### src/rtl/image_mem_reader_pkg.sv
// Shared types and constants for the image memory frame reader.
// The build macro IMAGE_MEM_READER_CONTINUOUS_EN changes nothing here; it only affects image_mem_reader.
package image_mem_pkg;

    localparam int WORD_W   = 24;
    localparam int H_PIXELS = 32;
    localparam int V_LINES  = 16;
    localparam int N_PIXELS = H_PIXELS * V_LINES;
    localparam int ADDR_W   = $clog2(N_PIXELS);

    localparam logic [ADDR_W-1:0] LAST_ADDR = ADDR_W'(N_PIXELS - 1);

    typedef struct packed {
        logic [7:0] r;
        logic [7:0] g;
        logic [7:0] b;
    } pixel_t;

    typedef struct packed {
        logic sof;
        logic eol;
        logic eof;
    } pix_flags_t;

    typedef enum logic [1:0] {
        IDLE,
        RUN,
        DRAIN
    } rd_state_t;

    // Raster markers for a linear pixel address.
    function automatic pix_flags_t flags_of(input logic [ADDR_W-1:0] addr);
        pix_flags_t f;
        f.sof = (addr == '0);
        f.eol = ((int'(addr) % H_PIXELS) == (H_PIXELS - 1));
        f.eof = (addr == LAST_ADDR);
        return f;
    endfunction

endpackage

### src/rtl/image_mem_reader_if.sv
// Memory read port plus pixel stream seen by the frame reader.
// master: the reader side; slave: memory + sink side.
interface image_mem_reader_if;

    logic [image_mem_pkg::ADDR_W-1:0] mem_addr;
    logic [image_mem_pkg::WORD_W-1:0] mem_dout;
    logic                             mem_we;
    logic [image_mem_pkg::WORD_W-1:0] pix_data;
    logic                             pix_valid;
    logic                             pix_ready;
    logic                             pix_sof;
    logic                             pix_eol;
    logic                             pix_eof;

    modport master (
        output mem_addr, mem_we, pix_data, pix_valid, pix_sof, pix_eol, pix_eof,
        input  mem_dout, pix_ready
    );

    modport slave (
        input  mem_addr, mem_we, pix_data, pix_valid, pix_sof, pix_eol, pix_eof,
        output mem_dout, pix_ready
    );

endinterface

### src/rtl/image_mem_reader_pix_skid_buf.sv
// pix_skid_buf: 2-entry valid/ready FIFO for pixels and their raster flags.
// The producer never pushes into a full buffer; occupancy is exported so it can
// throttle its reads. Flags read as zero while the buffer is empty.
module pix_skid_buf
    import image_mem_pkg::*;
(
    input  logic       clk,
    input  logic       rst_n,
    input  logic       in_valid,
    input  pixel_t     in_pix,
    input  pix_flags_t in_flags,
    output logic       out_valid,
    input  logic       out_ready,
    output pixel_t     out_pix,
    output pix_flags_t out_flags,
    output logic [1:0] occ
);

    pixel_t     pix_q [2];
    pix_flags_t flg_q [2];
    logic       rd_ptr;
    logic       wr_ptr;
    logic [1:0] cnt;
    logic       pop;

    assign pop       = out_valid & out_ready;
    assign out_valid = (cnt != 2'd0);
    assign out_pix   = pix_q[rd_ptr];
    assign out_flags = out_valid ? flg_q[rd_ptr] : '0;
    assign occ       = cnt;

    // Entry storage, pointers and occupancy count.
    always_ff @(posedge clk or negedge rst_n) begin
        if (!rst_n) begin
            for (int i = 0; i < 2; i++) begin
                pix_q[i] <= '0;
                flg_q[i] <= '0;
            end
            rd_ptr <= 1'b0;
            wr_ptr <= 1'b0;
            cnt    <= 2'd0;
        end else begin
            if (in_valid) begin
                pix_q[wr_ptr] <= in_pix;
                flg_q[wr_ptr] <= in_flags;
                wr_ptr        <= ~wr_ptr;
            end
            if (pop) begin
                rd_ptr <= ~rd_ptr;
            end
            case ({in_valid, pop})
                2'b10:   cnt <= cnt + 2'd1;
                2'b01:   cnt <= cnt - 2'd1;
                default: cnt <= cnt;
            endcase
        end
    end

endmodule

### src/rtl/image_mem_reader.sv
// image_mem_reader: raster-order frame scanner on the image memory read port.
// Reads have one cycle of latency; each returned word enters a 2-entry buffer
// tagged with sof/eol/eof derived from the address that was issued.
// Build macro IMAGE_MEM_READER_CONTINUOUS_EN: address wraps after the last pixel
// and frames repeat without gaps until reset.
//
// state | meaning
// IDLE  | waiting for start
// RUN   | issuing reads
// DRAIN | all reads issued, emptying the buffer
module image_mem_reader
    import image_mem_pkg::*;
(
    input  logic               clk,
    input  logic               rst_n,
    input  logic               start,
    image_mem_reader_if.master bus,
    output logic               busy,
    output logic               frame_done
);

    rd_state_t         state;
    rd_state_t         state_n;
    logic [ADDR_W-1:0] addr_q;
    logic [ADDR_W-1:0] iss_addr_q;
    logic              inflight_q;
    logic              issue;
    logic              pop;
    logic [2:0]        budget;

    logic       buf_valid;
    pixel_t     buf_pix;
    pix_flags_t buf_flags;
    logic [1:0] occ;

    // Slots committed after this edge: buffered + arriving - leaving.
    assign pop    = buf_valid & bus.pix_ready;
    assign budget = {1'b0, occ} + {2'b00, inflight_q} - {2'b00, pop};

    // State register.
    always_ff @(posedge clk or negedge rst_n) begin
        if (!rst_n) begin
            state <= IDLE;
        end else begin
            state <= state_n;
        end
    end

    // Next state and read-issue decision.
    always_comb begin
        state_n = state;
        issue   = 1'b0;
        case (state)
            IDLE: begin
                if (start) state_n = RUN;
            end
            RUN: begin
                issue = (budget < 3'd2);
`ifndef IMAGE_MEM_READER_CONTINUOUS_EN
                if (issue && (addr_q == LAST_ADDR)) state_n = DRAIN;
`endif
            end
            DRAIN: begin
                if (pop && buf_flags.eof) state_n = IDLE;
            end
            default: state_n = IDLE;
        endcase
    end

    // Read address counter and in-flight tracking.
    always_ff @(posedge clk or negedge rst_n) begin
        if (!rst_n) begin
            addr_q     <= '0;
            iss_addr_q <= '0;
            inflight_q <= 1'b0;
        end else begin
            inflight_q <= issue;
            if (issue) iss_addr_q <= addr_q;
            if ((state == IDLE) && start) begin
                addr_q <= '0;
            end else if (issue) begin
                if (addr_q != LAST_ADDR) begin
                    addr_q <= addr_q + ADDR_W'(1);
                end else begin
`ifdef IMAGE_MEM_READER_CONTINUOUS_EN
                    addr_q <= '0;
`else
                    addr_q <= addr_q;
`endif
                end
            end
        end
    end

    // End-of-frame pulse, one cycle after the eof pixel leaves.
    always_ff @(posedge clk or negedge rst_n) begin
        if (!rst_n) begin
            frame_done <= 1'b0;
        end else begin
            frame_done <= pop & buf_flags.eof;
        end
    end

    pix_skid_buf u_buf (
        .clk       (clk),
        .rst_n     (rst_n),
        .in_valid  (inflight_q),
        .in_pix    (pixel_t'(bus.mem_dout)),
        .in_flags  (flags_of(iss_addr_q)),
        .out_valid (buf_valid),
        .out_ready (bus.pix_ready),
        .out_pix   (buf_pix),
        .out_flags (buf_flags),
        .occ       (occ)
    );

    assign bus.mem_addr  = addr_q;
    assign bus.mem_we    = 1'b0;
    assign bus.pix_data  = buf_pix;
    assign bus.pix_valid = buf_valid;
    assign bus.pix_sof   = buf_flags.sof;
    assign bus.pix_eol   = buf_flags.eol;
    assign bus.pix_eof   = buf_flags.eof;
    assign busy          = (state != IDLE);

endmodule

### src/flat_wrapper.sv
// flat-port wrapper written by rule: the top's interface ports become plain ports
module image_mem_reader_flat import image_mem_pkg::*;
  (clk, rst_n, start, busy, frame_done, bus_mem_addr, bus_mem_we, bus_pix_data, bus_pix_valid, bus_pix_sof, bus_pix_eol, bus_pix_eof, bus_mem_dout, bus_pix_ready);
  image_mem_reader_if bus_i ();
  input  logic clk;
  input  logic rst_n;
  input  logic start;
  output logic busy;
  output logic frame_done;
  output wire logic [$bits(bus_i.mem_addr)-1:0] bus_mem_addr;
  output wire logic [$bits(bus_i.mem_we)-1:0] bus_mem_we;
  output wire logic [$bits(bus_i.pix_data)-1:0] bus_pix_data;
  output wire logic [$bits(bus_i.pix_valid)-1:0] bus_pix_valid;
  output wire logic [$bits(bus_i.pix_sof)-1:0] bus_pix_sof;
  output wire logic [$bits(bus_i.pix_eol)-1:0] bus_pix_eol;
  output wire logic [$bits(bus_i.pix_eof)-1:0] bus_pix_eof;
  input wire logic [$bits(bus_i.mem_dout)-1:0] bus_mem_dout;
  input wire logic [$bits(bus_i.pix_ready)-1:0] bus_pix_ready;
  assign bus_mem_addr = bus_i.mem_addr;
  assign bus_mem_we = bus_i.mem_we;
  assign bus_pix_data = bus_i.pix_data;
  assign bus_pix_valid = bus_i.pix_valid;
  assign bus_pix_sof = bus_i.pix_sof;
  assign bus_pix_eol = bus_i.pix_eol;
  assign bus_pix_eof = bus_i.pix_eof;
  assign bus_i.mem_dout = bus_mem_dout;
  assign bus_i.pix_ready = bus_pix_ready;
  image_mem_reader u_core (.clk(clk), .rst_n(rst_n), .start(start), .bus(bus_i), .busy(busy), .frame_done(frame_done));
endmodule
### config.mk
export PLATFORM = sky130hd
export DESIGN_NAME = image_mem_reader_flat
export DESIGN_NICKNAME = d
export VERILOG_FILES = /design/src/rtl/image_mem_reader_pkg.sv /design/src/rtl/image_mem_reader_if.sv /design/src/rtl/image_mem_reader_pix_skid_buf.sv /design/src/rtl/image_mem_reader.sv /design/src/flat_wrapper.sv
export SDC_FILE = /design/constraint.sdc
export NUM_CORES = 1
export LEC_CHECK = 0
export BUFFER_PORTS_ARGS = -buffer_cell sky130_fd_sc_hd__buf_2
export CAP_MARGIN = 10
export CORE_MARGIN = 1.5
export CORE_UTILIZATION = 59
export CTS_CLUSTER_SIZE = 25
export DETAILED_ROUTE_END_ITERATION = 10
export GPL_TIMING_DRIVEN = 1
export PLACE_DENSITY = 0.84
export SYNTH_ARGS = -nofsm -noshare
export SYNTH_HDL_FRONTEND = slang
export SYNTH_SLANG_ARGS = --single-unit
### constraint.sdc
create_clock -name clk -period 5.88 [get_ports clk]
set_input_delay 0.294 -clock clk [delete_from_list [all_inputs] [get_ports clk]]
set_output_delay 0.294 -clock clk [all_outputs]
set_load 0.1 [all_outputs]
* Word-level counts from Yosys, hierarchy flattened *
Index checks and enable logic that the tools add are counted.
W data, S select, Z words.

cells by class
  reduce and logical (&&, ||, !) cells = 13
  add/sub/neg operators = 5
  order comparisons = 4
  bitwise operators = 6
  multipliers = 0
  equal/unequal tests = 11
  muxes and demuxes = 22
  div/mod/pow operators = 0
  shift-type cells = 0

operator list
  operator               number
  $mux W24               4
  $bwmux W48             1
  $mux W9                3
  $demux W24 S1          1
  $eq A9 B9 Y1 const B   2
  $mux W3                5
  $reduce_bool A2 Y1     5
  $add A9 B1 Y9 const B  1
  $logic_not A9 Y1       1
  $ne A9 B9 Y1 const B   1
  $bwmux W6              1
  $mux W2                3
  $pmux W2 S3            1
  $eq A5 B1 Y1 const B   1
  $eq A2 B1 Y1 const B   2
  $eq A2 B2 Y1 const B   2
  $ge A2 B2 Y1 const B   2
  $logic_and A1 B1 Y1    4
  $ne A2 B1 Y1 const B   2
  $not A1 Y2             2
  $pmux W2 S2            1
  $add A2 B1 Y3          1
  $demux W3 S1           1
  $lt A3 B2 Y1 const B   1
  11 further kinds       13

storage, ports and cells
  output and inout port bits = 40
  memory bits (read-only) = 0
  bits in latches = 0
  bits in registers = 80
  input bits = 28
  memories kept = 0
  word-level logic and storage cells = 81
  bits in writable memories = 0

* Longest topological paths before layout *
Gate-level depths: netlist of run 1.

  word-level depth = 8
  depth in mapped cells = 9
  depth with buffers taken out = 8

* Hierarchy *
From an unflattened synthesis of run 1, not the netlist that was laid out.

second synthesis, totals
  cells, all modules = 265
  area, all modules = 3,676.0 sq um

by module, submodules not included
  module            cells an instance  times used  area each (sq um)
  pix_skid_buf      162                1           2,533.7
  image_mem_reader  103                1           1,142.3

* Worst setup path before layout of run 1 *
OpenSTA, ideal clock, no wires.

  kind = register -> register
  start = register u_core.addr_q[0], in the netlist u_core.bus.mem_addr[0]
  end = register u_core.addr_q[3], in the netlist u_core.bus.mem_addr[3]
  cell stages (with the launch flop) = 10
  buffers on the path = 1
  path slack = 3,309 ps
  arrival time = 2,406 ps
  cells stage by stage = dfrtp_1 -> ha_1 -> nand3_1 -> nor2_1 -> ha_1 -> nand4bb_1 -> or2_1 -> buf_2 -> o211ai_1 -> o31ai_1

on the way
  word-level cells in the longest chain between the ends = 4
  elaborated cells on any way between the ends = 7
  those cells by class = add/sub: 1; eq/ne: 1; mux: 3; reduce/logical: 2

ends and longest elaborated chain
  what                    RTL line                source
  start, declared         image_mem_reader.sv:24  logic [ADDR_W-1:0] addr_q;
  start signal, assigned  image_mem_reader.sv:83  addr_q <= addr_q + ADDR_W'(1);
  start signal, assigned  image_mem_reader.sv:88  addr_q <= addr_q;
  $add A9 B1 Y9           image_mem_reader.sv:83
  $mux W9                 image_mem_reader.sv:82  if (addr_q != LAST_ADDR) begin
  $mux W9                 image_mem_reader.sv:81  end else if (issue) begin
  $mux W9                 image_mem_reader.sv:79  if ((state == IDLE) && start) begin

Parallel ways exist; a longest one is shown, timed or not. The select of a mux whose other input is x is not followed.
A chain may end at the register's enable or synchronous reset.

* Worst setup path after layout of run 1 *
  start = register u_core.u_buf.cnt[1], in the netlist u_core.u_buf.occ[1]
  end = register u_core.iss_addr_q[0]

on the way
  word-level cells in the longest chain between the ends = 5
  elaborated cells on any way between the ends = 6
  those cells by class = add/sub: 2; order compare: 1; mux: 1; bitwise: 1; reduce/logical: 1

ends and longest elaborated chain
  what                                                                   RTL line                             source
  start, declared                                                        image_mem_reader_pix_skid_buf.sv:23  logic [1:0] cnt;
  start signal, assigned                                                 image_mem_reader_pix_skid_buf.sv:52  2'b10: cnt <= cnt + 2'd1;
  start signal, assigned                                                 image_mem_reader_pix_skid_buf.sv:53  2'b01: cnt <= cnt - 2'd1;
  start signal, assigned                                                 image_mem_reader_pix_skid_buf.sv:54  default: cnt <= cnt;
  parallel branches: the longest is 2 deep, another holds $add A2 B1 Y3  -
  $sub A3 B1 Y3 (*)                                                      image_mem_reader.sv:38               assign budget = {1'b0, occ} + {2'b00, inflight_q} - {2'b00, pop};
  $lt A3 B2 Y1 (*)                                                       image_mem_reader.sv:58               issue = (budget < 3'd2);
  $mux W1 (*)                                                            image_mem_reader.sv:53               case (state)
  end signal, assigned                                                   image_mem_reader.sv:78               if (issue) iss_addr_q <= addr_q;
  end, declared                                                          image_mem_reader.sv:25               logic [ADDR_W-1:0] iss_addr_q;

Every way passes the cells marked *.

==> results of run 1 <==
[per-layer routing]
metal	vias to the layer above	track usage, %	share of wire, %
li1	1212	-	-
met1	1222	30.6	46
met2	57	37.4	48
met3	12	4.61	3.8
met4	0	9.31	1.9
met5	-	0	0
[final timing paths]
kind | startpoint | endpoint | slack (ns) | cells after the start
setup / recovery | u_core.u_buf.occ[1]$_DFFE_PN0N_ | u_core.iss_addr_q[0]$_DFFE_PN0P_ | 2.72 | 7
hold / removal | rst_n | u_core.u_buf.pix_q[10]$_DFFE_PN0P_ | 0.09 | 1
setup reg to reg | u_core.u_buf.occ[1]$_DFFE_PN0N_ | u_core.iss_addr_q[0]$_DFFE_PN0P_ | 2.72 | 7
hold reg to reg | u_core.u_buf.pix_q[29]$_DFFE_PN0P_ | u_core.u_buf.pix_q[29]$_DFFE_PN0P_ | 0.48 | 2
max in group asynchronous | rst_n | u_core.u_buf.pix_q[14]$_DFFE_PN0P_ | 5.14 | 1
min in group clk | bus_mem_dout[5] | u_core.u_buf.pix_q[29]$_DFFE_PN0P_ | 0.15 | 3
[flip-flops by register name, indices dropped and copies added, names as in the netlist]
name,cells
u_core.u_buf.flg_q,6
u_core.iss_addr_q,9
u_core.u_buf.rd_ptr,1
u_core.bus.mem_addr,9
u_core.u_buf.occ,2
u_core.state,2
u_core.u_buf.wr_ptr,1
u_core.inflight_q,1
u_core.u_buf.pix_q,48
u_core.frame_done,1
[kinds of logic (layout without fill, tap and decap cells)]
kind of cell | count (synthesis) | in the layout | synth area share (%)
DFF | 80 | 80 | 55.3
muxes | 62 | 62 | 19.9
adders and majority gates | 4 | 4 | 1.59
buffers and inverters | 21 | 89 | 2.73
xor gates and xnor gates | 8 | 8 | 2.14
and+or+nand+nor | 134 | 134 | 15.7
other | 1 | 1 | 0.104
AOI/OAI and AO/OA | 16 | 16 | 2.52
[critical path, delay by kind of cell, from the launching register on]
| family | cells | cell delay [ns] |
|---|---|---|
| mux | 1 | 0.42 |
| buf+inv | 1 | 0.05 |
| flops | 1 | 0.50 |
| xor+xnor | 1 | 0.21 |
| compound gates | 1 | 0.41 |
| fa+ha+maj | 1 | 0.43 |
| simple gates | 2 | 1.02 |
[cell usage in the layout (no fill, tap or decap)]
| cell type | count |
|---|---|
| conb_1 | 1 |
| clkinv_2 | 2 |
| a211oi_1 | 1 |
| dfrtp_1 | 80 |
| and2_1 | 1 |
| mux2_2 | 49 |
| nand4bb_1 | 1 |
| buf_4 | 4 |
| inv_1 | 5 |
| o22ai_1 | 1 |
| xor2_2 | 1 |
| ha_1 | 3 |
| o211ai_1 | 2 |
| or2_1 | 1 |
| nor2b_2 | 1 |
| xor2_1 | 3 |
| clkinv_4 | 1 |
| o31ai_1 | 1 |
| fa_1 | 1 |
| clkbuf_8 | 9 |
| nor2_1 | 14 |
| mux2i_1 | 5 |
| xnor2_1 | 4 |
| nor3b_1 | 1 |
| mux2_4 | 8 |
| buf_2 | 65 |
| and3_1 | 1 |
| o21ai_0 | 11 |
| nor3_1 | 2 |
| nand3_1 | 9 |
| nand4_1 | 3 |
| nor4_1 | 3 |
| bufinv_16 | 3 |
| nand2_1 | 92 |
| nand2b_1 | 2 |
| nor3_2 | 1 |
| or2_2 | 2 |
[cell type report]
cell class	instances	share of cell area, %
timing repair buffer	69	8.41
inverter	5	0.444
multi-input combinational	225	36.1
tap	75	2.22
sequential	80	47.4
clock buffer	9	2.93
clock inverter	6	2.58
[through the flow]
stage	std cells	setup slack, ns
after floorplan	326	3.31
after global placement	454	2.92
after detailed placement	454	2.75
after CTS	469	2.73
after global routing	469	2.52
final	469	2.72
==> results.md, run 1 <==
* Util after Layout at 71.4%
* Top FF cell, synth: dfrtp_1
* Via/cell ratio at 5.34
* CTS tree: built
* Yosys Warn Count at 0
* Synth top area share at 55.3%
* Worst path cell trace: o21ai_0, or2_2, inv_1, fa_1, xor2_2, nor3_2, mux2_2
* Placer Congestion at 0.831
* WP data required at 6.10 ns
* Die ar. at 0.00662 sq mm
* Critical Path End Type: flip-flop
* Post-synthesis async set-or-reset flop share at 100%
* Net count after synthesis at 358
* CTS clk-pin slew, worst paths at 0.09 ns
* Max incr delay on CP at 0.82 ns
* Die Ht at 81.4 microns
* RSZ-0062 raised after global routing: false
* Max Root-Sink Buffers at 2
* Final Slew Violations at 0
* Register area share after synthesis at 55.3%
* TritonRoute pass-1 iters at 4
* Worst Path Max Fanout at 11
* Post-DP HPWL at 4.64 mm
* Diodes inserted at 0
* Arrival @ worst endpoint at 3.38 ns
* CTS resizes at 0
* Area leader, netlist: dfrtp_1
* Synth unique cells at 35
* Max cap viols at 0
* Vias in the first global route at 2472
* Top-count cell post-synth: nand2_1
* Min Hold Slack at 0.0874 ns
* Layout cell share with drive strength beyond 1 at 37.1%
* Number of synthesized flops with an enable pin at 0
* Post-route cell area at 0.00423 sq mm
* Nets at 422
* Post-route minimum period at 3.16 ns
* Routed Antenna Nets at 0
* Num rows at 28
* Area post-placement at 0.00399 sq mm
* Initial antenna violation count at 0
* Cts-stage hold buffer count at 0
* Number of synthesized register bits at 80
* Post-CTS setup buffer count at 0
* Skew-Pair Late Insertion Delay at 0.35 ns
* Initial Util at 61.2%
* FF/Latch Area at 0.00200 sq mm
* Final Cycle Share at 53.8%
* Residual DRC at 0
* Final setup fails at 0
* Commonest cells post-synth: nand2_1 (92), dfrtp_1 (80), mux2_2 (49)
* WS Path Type: reg -> reg
* First-pass GRT wire length at 11.5 mm
* Setup_tns at 0 ns
* Fill count at 428
* Core ar. at 0.00592 sq mm
* CTS buffer count at 9
* Slowest cell on crit path: nor3_2
* HP Class: in -> async
* Clk sinks at 80
* Total Routing Usage GR at 23.1%
* Syn avg cell area at 11.1 sq um
* IO buf count at 66
* Area Overhead vs Synth at 16.7%
* Fmax at 0.316 GHz
* Clock Tree Root: clkbuf_8
* I/O pins at 68
* CTS H-Tree Depth at 3
* Synth area leaders: dfrtp_1 (55%), mux2_2 (15%), nand2_1 (9.5%)
* WL/cell at 14.6 microns
* Crit start category: flip-flop
* Post-synthesis cell area at 0.00362 sq mm
* Mapped Cells at 326
* Endpoints failing hold at 0
* Largest net degree at the start of global routing at 81
* Slew @ Worst Pin at 1.01 ns
* Die span in x at 81.4 microns
* Vias at 2503
* Area of the multi-input gates at 0.00152 sq mm
* Worst Clk Skew at 0.0112 ns
* Post-Route WL at 6.86 mm
* GRT overflow at 0
* DRT iter0 DRCs at 134
* Relative slew slack at 32.2%
* Status: completed
Power of run 1 is left out: the tool's default activity adds up to more than one toggle a clock period on the data nets, which glitch-free logic cannot reach.
==> run 2: changes to the inputs <==
--- a/config.mk
+++ b/config.mk
@@ -8,11 +8,11 @@
 export BUFFER_PORTS_ARGS = -buffer_cell sky130_fd_sc_hd__buf_2
 export CAP_MARGIN = 10
 export CORE_MARGIN = 1.5
-export CORE_UTILIZATION = 59
+export CORE_UTILIZATION = 55
 export CTS_CLUSTER_SIZE = 25
 export DETAILED_ROUTE_END_ITERATION = 10
 export GPL_TIMING_DRIVEN = 1
-export PLACE_DENSITY = 0.84
+export PLACE_DENSITY = 0.79
 export SYNTH_ARGS = -nofsm -noshare
 export SYNTH_HDL_FRONTEND = slang
 export SYNTH_SLANG_ARGS = --single-unit
==> constraint.sdc (replaced) <==
create_clock -name clk -period 3.2 [get_ports clk]
set_input_delay 0.16 -clock clk [delete_from_list [all_inputs] [get_ports clk]]
set_output_delay 0.16 -clock clk [all_outputs]
set_load 0.1 [all_outputs]
==> run 2 against run 1 <==
Core utilization down 3.8 points. Clock skew down 0.0029 ns. Clock-buffer cell count up 3. Critical path type unchanged. Critical endpoint is now u_core.iss_addr_q[2]$_DFFE_PN0P_. Highest routed layer unchanged.
==> results.md, run 2 (synthesized netlist as in run 1, its figures left out) <==
* DRT iter0 DRCs at 158
* HP Class: in -> reg
* Commonest non-fill, non-tap cells in the layout: nand2_1 (92), dfrtp_1 (80), buf_2 (65)
* Max Root-Sink Buffers at 2
* Post-Route WL at 7.28 mm
* Die ar. at 0.00708 sq mm
* Largest Register: u_core.u_buf.pix_q
* Vias in the first global route at 2583
* Residual DRC at 0
* WHS Path Cells at 3
* First-pass GRT wire length at 11.9 mm
* FF-to-FF End: u_core.iss_addr_q[2]$_DFFE_PN0P_
* Skew-Pair Late Insertion Delay at 0.35 ns
* GRT overflow at 0
* CTS buffer count at 9
* Routed Antenna Nets at 0
* CTS clk-pin slew, worst paths at 0.08 ns
* R2R Setup Slk at 0.31 ns
* Post-DP HPWL at 4.94 mm
* Via/cell ratio at 5.41
* Fmax at 0.346 GHz
* Die Ht at 84.2 microns
* Vias at 2586
* Relative slew slack at 35.0%
* Max incr delay on CP at 0.50 ns
* Core ar. at 0.00635 sq mm
* Status: completed
* IO buf count at 66
* Critical Path End Type: flip-flop
* CTS H-Tree Depth at 3
* CTS tree: built
* Worst setup margin at 0.313 ns
* Slowest cell on crit path: dfrtp_1
* Endpoints failing hold at 0
* Worst Clk Skew at 0.00828 ns
* Clk sinks at 80
* Diodes inserted at 0
* Most common cell after layout, fill and taps aside: nand2_1
* Max cap viols at 0
* Area Overhead vs Synth at 18.5%
* Crit start category: flip-flop
* Nets at 429
* Initial antenna violation count at 0
* WP data required at 3.43 ns
* Largest net degree at the start of global routing at 81
* Clock Tree Root: clkbuf_8
* Fill count at 488
* Post-route minimum period at 2.89 ns
* Worst hold endpoint: u_core.u_buf.pix_q[40]$_DFFE_PN0P_
* CTS resizes at 0
* Setup_tns at 0 ns
* Max reg flops at 48
* Hold_sp: bus_mem_dout[16]
* Area post-placement at 0.00402 sq mm
* Worst Reg-to-Reg Cells at 8
* Slew @ Worst Pin at 0.976 ns
* Total Routing Usage GR at 21.6%
* Arrival @ worst endpoint at 3.12 ns
* Worst Path Max Fanout at 8
* Post-Place Setup Slack at 0.320 ns
* Final Cycle Share at 90.2%
* WL/cell at 15.2 microns
* Placer Congestion at 0.807
* Worst path cell trace: o21ai_0, or2_2, inv_1, fa_1, xor2_2, nor3_2, buf_4, mux2_4
* TritonRoute pass-1 iters at 4
* Final Slew Violations at 0
* Final setup fails at 0
* Post-route cell area at 0.00429 sq mm
* Layout cell share with drive strength beyond 1 at 36.7%
* WS Path Type: reg -> reg
* Worst r2r src: u_core.u_buf.occ[1]$_DFFE_PN0N_
* RSZ-0062 raised after global routing: false
* Initial Util at 57.0%
* Num rows at 29
* I/O pins at 68
* Die span in x at 84.2 microns
## run 2: cell types whose count changed in the layout (fill, tap and decap cells not counted), sizes merged
cell	previous run	this run
buf	69	72
dlygate4sd3	0	4
clkinv	3	0
clkbuf	9	12
## run 2: timing repair
item / in CTS / in global routing
endpoints found under the hold margin: 20 / 0
setup endpoints to repair: 0 / 0
setup buffers: 0 / 0
hold buffers: 4 / 0
## run 2: area by class of cell
cell class,count,area [sq um],area share (%)
Multi-Input combinational cell,225,1520,35.5
Tap cell,77,96.3,2.24
Clock inverter,3,90.1,2.10
Timing Repair Buffer,76,418,9.73
Clock buffer,12,145,3.38
Sequential cell,80,2000,46.6
Inverter,5,18.8,0.437
## run 2: worst max-delay path by stage
stage	startpoint	end	slack (ns)	cells after the start
detailed placement	u_core.u_buf.occ[1]$_DFFE_PN0N_	u_core.iss_addr_q[8]$_DFFE_PN0P_	0.32	8
CTS	u_core.u_buf.occ[1]$_DFFE_PN0N_	u_core.iss_addr_q[8]$_DFFE_PN0P_	0.31	8
finish	u_core.u_buf.occ[1]$_DFFE_PN0N_	u_core.iss_addr_q[2]$_DFFE_PN0P_	0.31	8
global route	u_core.u_buf.occ[1]$_DFFE_PN0N_	u_core.iss_addr_q[7]$_DFFE_PN0P_	0.05	8
floorplan	u_core.bus.mem_addr[0]$_DFFE_PN0P_	u_core.bus.mem_addr[3]$_DFFE_PN0P_	0.63	9
global placement	u_core.u_buf.occ[1]$_DFFE_PN0N_	u_core.iss_addr_q[1]$_DFFE_PN0P_	0.42	8
## run 2: through the flow
step / hold WS [ns] / utilization, % / std cells
4_1_cts: 0.00291 / 67.6 / 478
3_3_place_gp: 0.364 / 63.3 / 459
2_1_floorplan: -0.136 / - / 326
6_report: 0.0132 / 67.6 / 478
3_5_place_dp: 0.371 / 63.3 / 459
5_1_grt: 0.00997 / 67.6 / 478
## run 2: critical path: cells and delay by family, from the launching register on
family / cells / cell delay (ns)
simple gates: 2 / 0.65
flops: 1 / 0.50
fa+ha+maj: 1 / 0.43
compound gates: 1 / 0.36
buf+inv: 2 / 0.32
mux: 1 / 0.30
xor+xnor: 1 / 0.21
## run 2: per-layer routing
metal  share of wire (%)  GRT usage, %  wire [microns]  up-vias
met1                  44          26.3            3170     1302
met4                 1.2          7.75              89        0
li1                    -             -               -     1222
met5                   0             0               0        -
met2                  51          37.0            3710       54
met3                 4.3          5.80             312        8
Power of run 2 is left out for the same reason.
==> run 3: changes to the inputs <==
--- a/config.mk
+++ b/config.mk
@@ -8,11 +8,10 @@
 export BUFFER_PORTS_ARGS = -buffer_cell sky130_fd_sc_hd__buf_2
 export CAP_MARGIN = 10
 export CORE_MARGIN = 1.5
-export CORE_UTILIZATION = 55
-export CTS_CLUSTER_SIZE = 25
+export CORE_UTILIZATION = 25
+export CTS_CLUSTER_SIZE = 8
 export DETAILED_ROUTE_END_ITERATION = 10
 export GPL_TIMING_DRIVEN = 1
-export PLACE_DENSITY = 0.79
 export SYNTH_ARGS = -nofsm -noshare
 export SYNTH_HDL_FRONTEND = slang
 export SYNTH_SLANG_ARGS = --single-unit
==> run 3 against run 2 <==
Sequential cell count stayed put. Setup slack better by 0.29 ns. Register-to-register slack better by 0.29 ns. First-iteration DRC count is 52% lower. Fmax is 11% higher. Clock-buffer cell count is 1 lower. Largest cell class unchanged. Clock skew is 0.0019 ns lower. Worst hold slack worse by 0.013 ns. Critical path depth stayed put. Non-clock buffer count is 5 lower.
==> results.md, run 3 (synthesized netlist as in run 1, its figures left out) <==
* Final Slew Violations at 0
* Final Cycle Share at 81.2%
* Setup_tns at 0 ns
* First-pass GRT wire length at 13.0 mm
* Slew @ Worst Pin at 1.02 ns
* DRT iter0 DRCs at 76
* Relative slew slack at 32.3%
* Initial Util at 25.9%
* IO buf count at 66
* Post-CTS setup buffer count at 0
* CTS clk-pin slew, worst paths at 0.06 ns
* Commonest non-fill, non-tap cells in the layout: nand2_1 (92), dfrtp_1 (80), buf_2 (65)
* Status: completed
* Area Overhead vs Synth at 23.6%
* Max Root-Sink Buffers at 2
* Largest net degree at the start of global routing at 81
* Max cap viols at 0
* Arrival @ worst endpoint at 2.82 ns
* Fmax at 0.385 GHz
* GRT overflow at 0
* Total Routing Usage GR at 11.3%
* Final setup fails at 0
* Max reg flops at 48
* Cell family with the largest share of critical-path delay: flip-flops
* Core ar. at 0.0140 sq mm
* Post-Route WL at 7.83 mm
* CTS buffer count at 9
* Nets at 424
* Crit start category: flip-flop
* Most common cell after layout, fill and taps aside: nand2_1
* Largest Register: u_core.u_buf.pix_q
* Routed Antenna Nets at 0
* Worst Clk Skew at 0.00639 ns
* Placer Congestion at 0.796
* Worst path cell trace: o21ai_0, or2_2, inv_1, fa_1, xor2_2, nor3_2, buf_4, mux2_2
* CTS resizes at 0
* WL/cell at 13.6 microns
* Endpoints failing hold at 0
* RSZ-0062 raised after global routing: false
* Worst Path Max Fanout at 11
* Area post-placement at 0.00414 sq mm
* Buf/Inv on CP at 2
* WP data required at 3.42 ns
* Post-DP HPWL at 5.24 mm
* Post-Place Setup Slack at 0.604 ns
* Layout cell share with drive strength beyond 1 at 37.0%
* Clk sinks at 80
* Vias in the first global route at 2628
* Critical Path End Type: flip-flop
* WS Path Type: reg -> reg
* Worst setup margin at 0.602 ns
* Min Hold Slack at 0.000545 ns
* Post-route cell area at 0.00448 sq mm
* CTS tree: built
* Num rows at 43
* Skew-Pair Late Insertion Delay at 0.33 ns
* Vias at 2511
* Via/cell ratio at 4.35
* CTS H-Tree Depth at 3
* HP Class: in -> async
* Die Ht at 123 microns
* Cts-stage hold buffer count at 0
* Residual DRC at 0
* Clock Tree Root: clkbuf_16
* Initial antenna violation count at 0
* Die span in x at 123 microns
* I/O pins at 68
* Diodes inserted at 0
* Max incr delay on CP at 0.49 ns
* Slowest cell on crit path: dfrtp_1
* Post-route minimum period at 2.60 ns
* TritonRoute pass-1 iters at 4
* Die ar. at 0.0152 sq mm
==> run 3: layer usage <==
layer / global-route usage, % / share of wire, % / vias up
li1: - / - / 1218
met1: 13.9 / 45 / 1219
met2: 18.4 / 47 / 67
met3: 4.66 / 6.6 / 7
met4: 3.02 / 1.0 / 0
met5: 0 / 0 / -
==> run 3: cell type report <==
type                       instances  area, sq um
clock buffer                      11          233
clock inverter                     5          105
fill                            1427         9510
inverter                           5         18.8
multi-input combinational        225         1520
sequential                        80         2000
tap                              180          225
timing repair buffer              71          370
==> run 3: path summary, 6_finish.rpt <==
kind | cells past startpoint | slack, ns | endpoint | from
max in group asynchronous | 1 | 2.56 | u_core.u_buf.pix_q[23]$_DFFE_PN0P_ | rst_n
worst max register to register | 8 | 0.60 | u_core.iss_addr_q[0]$_DFFE_PN0P_ | u_core.u_buf.occ[1]$_DFFE_PN0N_
worst min register to register | 2 | 0.47 | u_core.u_buf.pix_q[25]$_DFFE_PN0P_ | u_core.u_buf.pix_q[25]$_DFFE_PN0P_
worst max-delay path | 8 | 0.60 | u_core.iss_addr_q[0]$_DFFE_PN0P_ | u_core.u_buf.occ[1]$_DFFE_PN0N_
worst min-delay path | 1 | 0.0005 | u_core.bus.mem_addr[1]$_DFFE_PN0P_ | rst_n
min in group clk | 3 | 0.03 | u_core.u_buf.pix_q[25]$_DFFE_PN0P_ | bus_mem_dout[1]
==> run 3: stage by stage <==
stage | cells | util (%)
global placement | 561 | 29.6
detailed placement | 561 | 29.6
finish | 577 | 32.0
CTS | 577 | 32.0
floorplan | 326 | -
global route | 577 | 32.0
Power of run 3 is left out for the same reason.
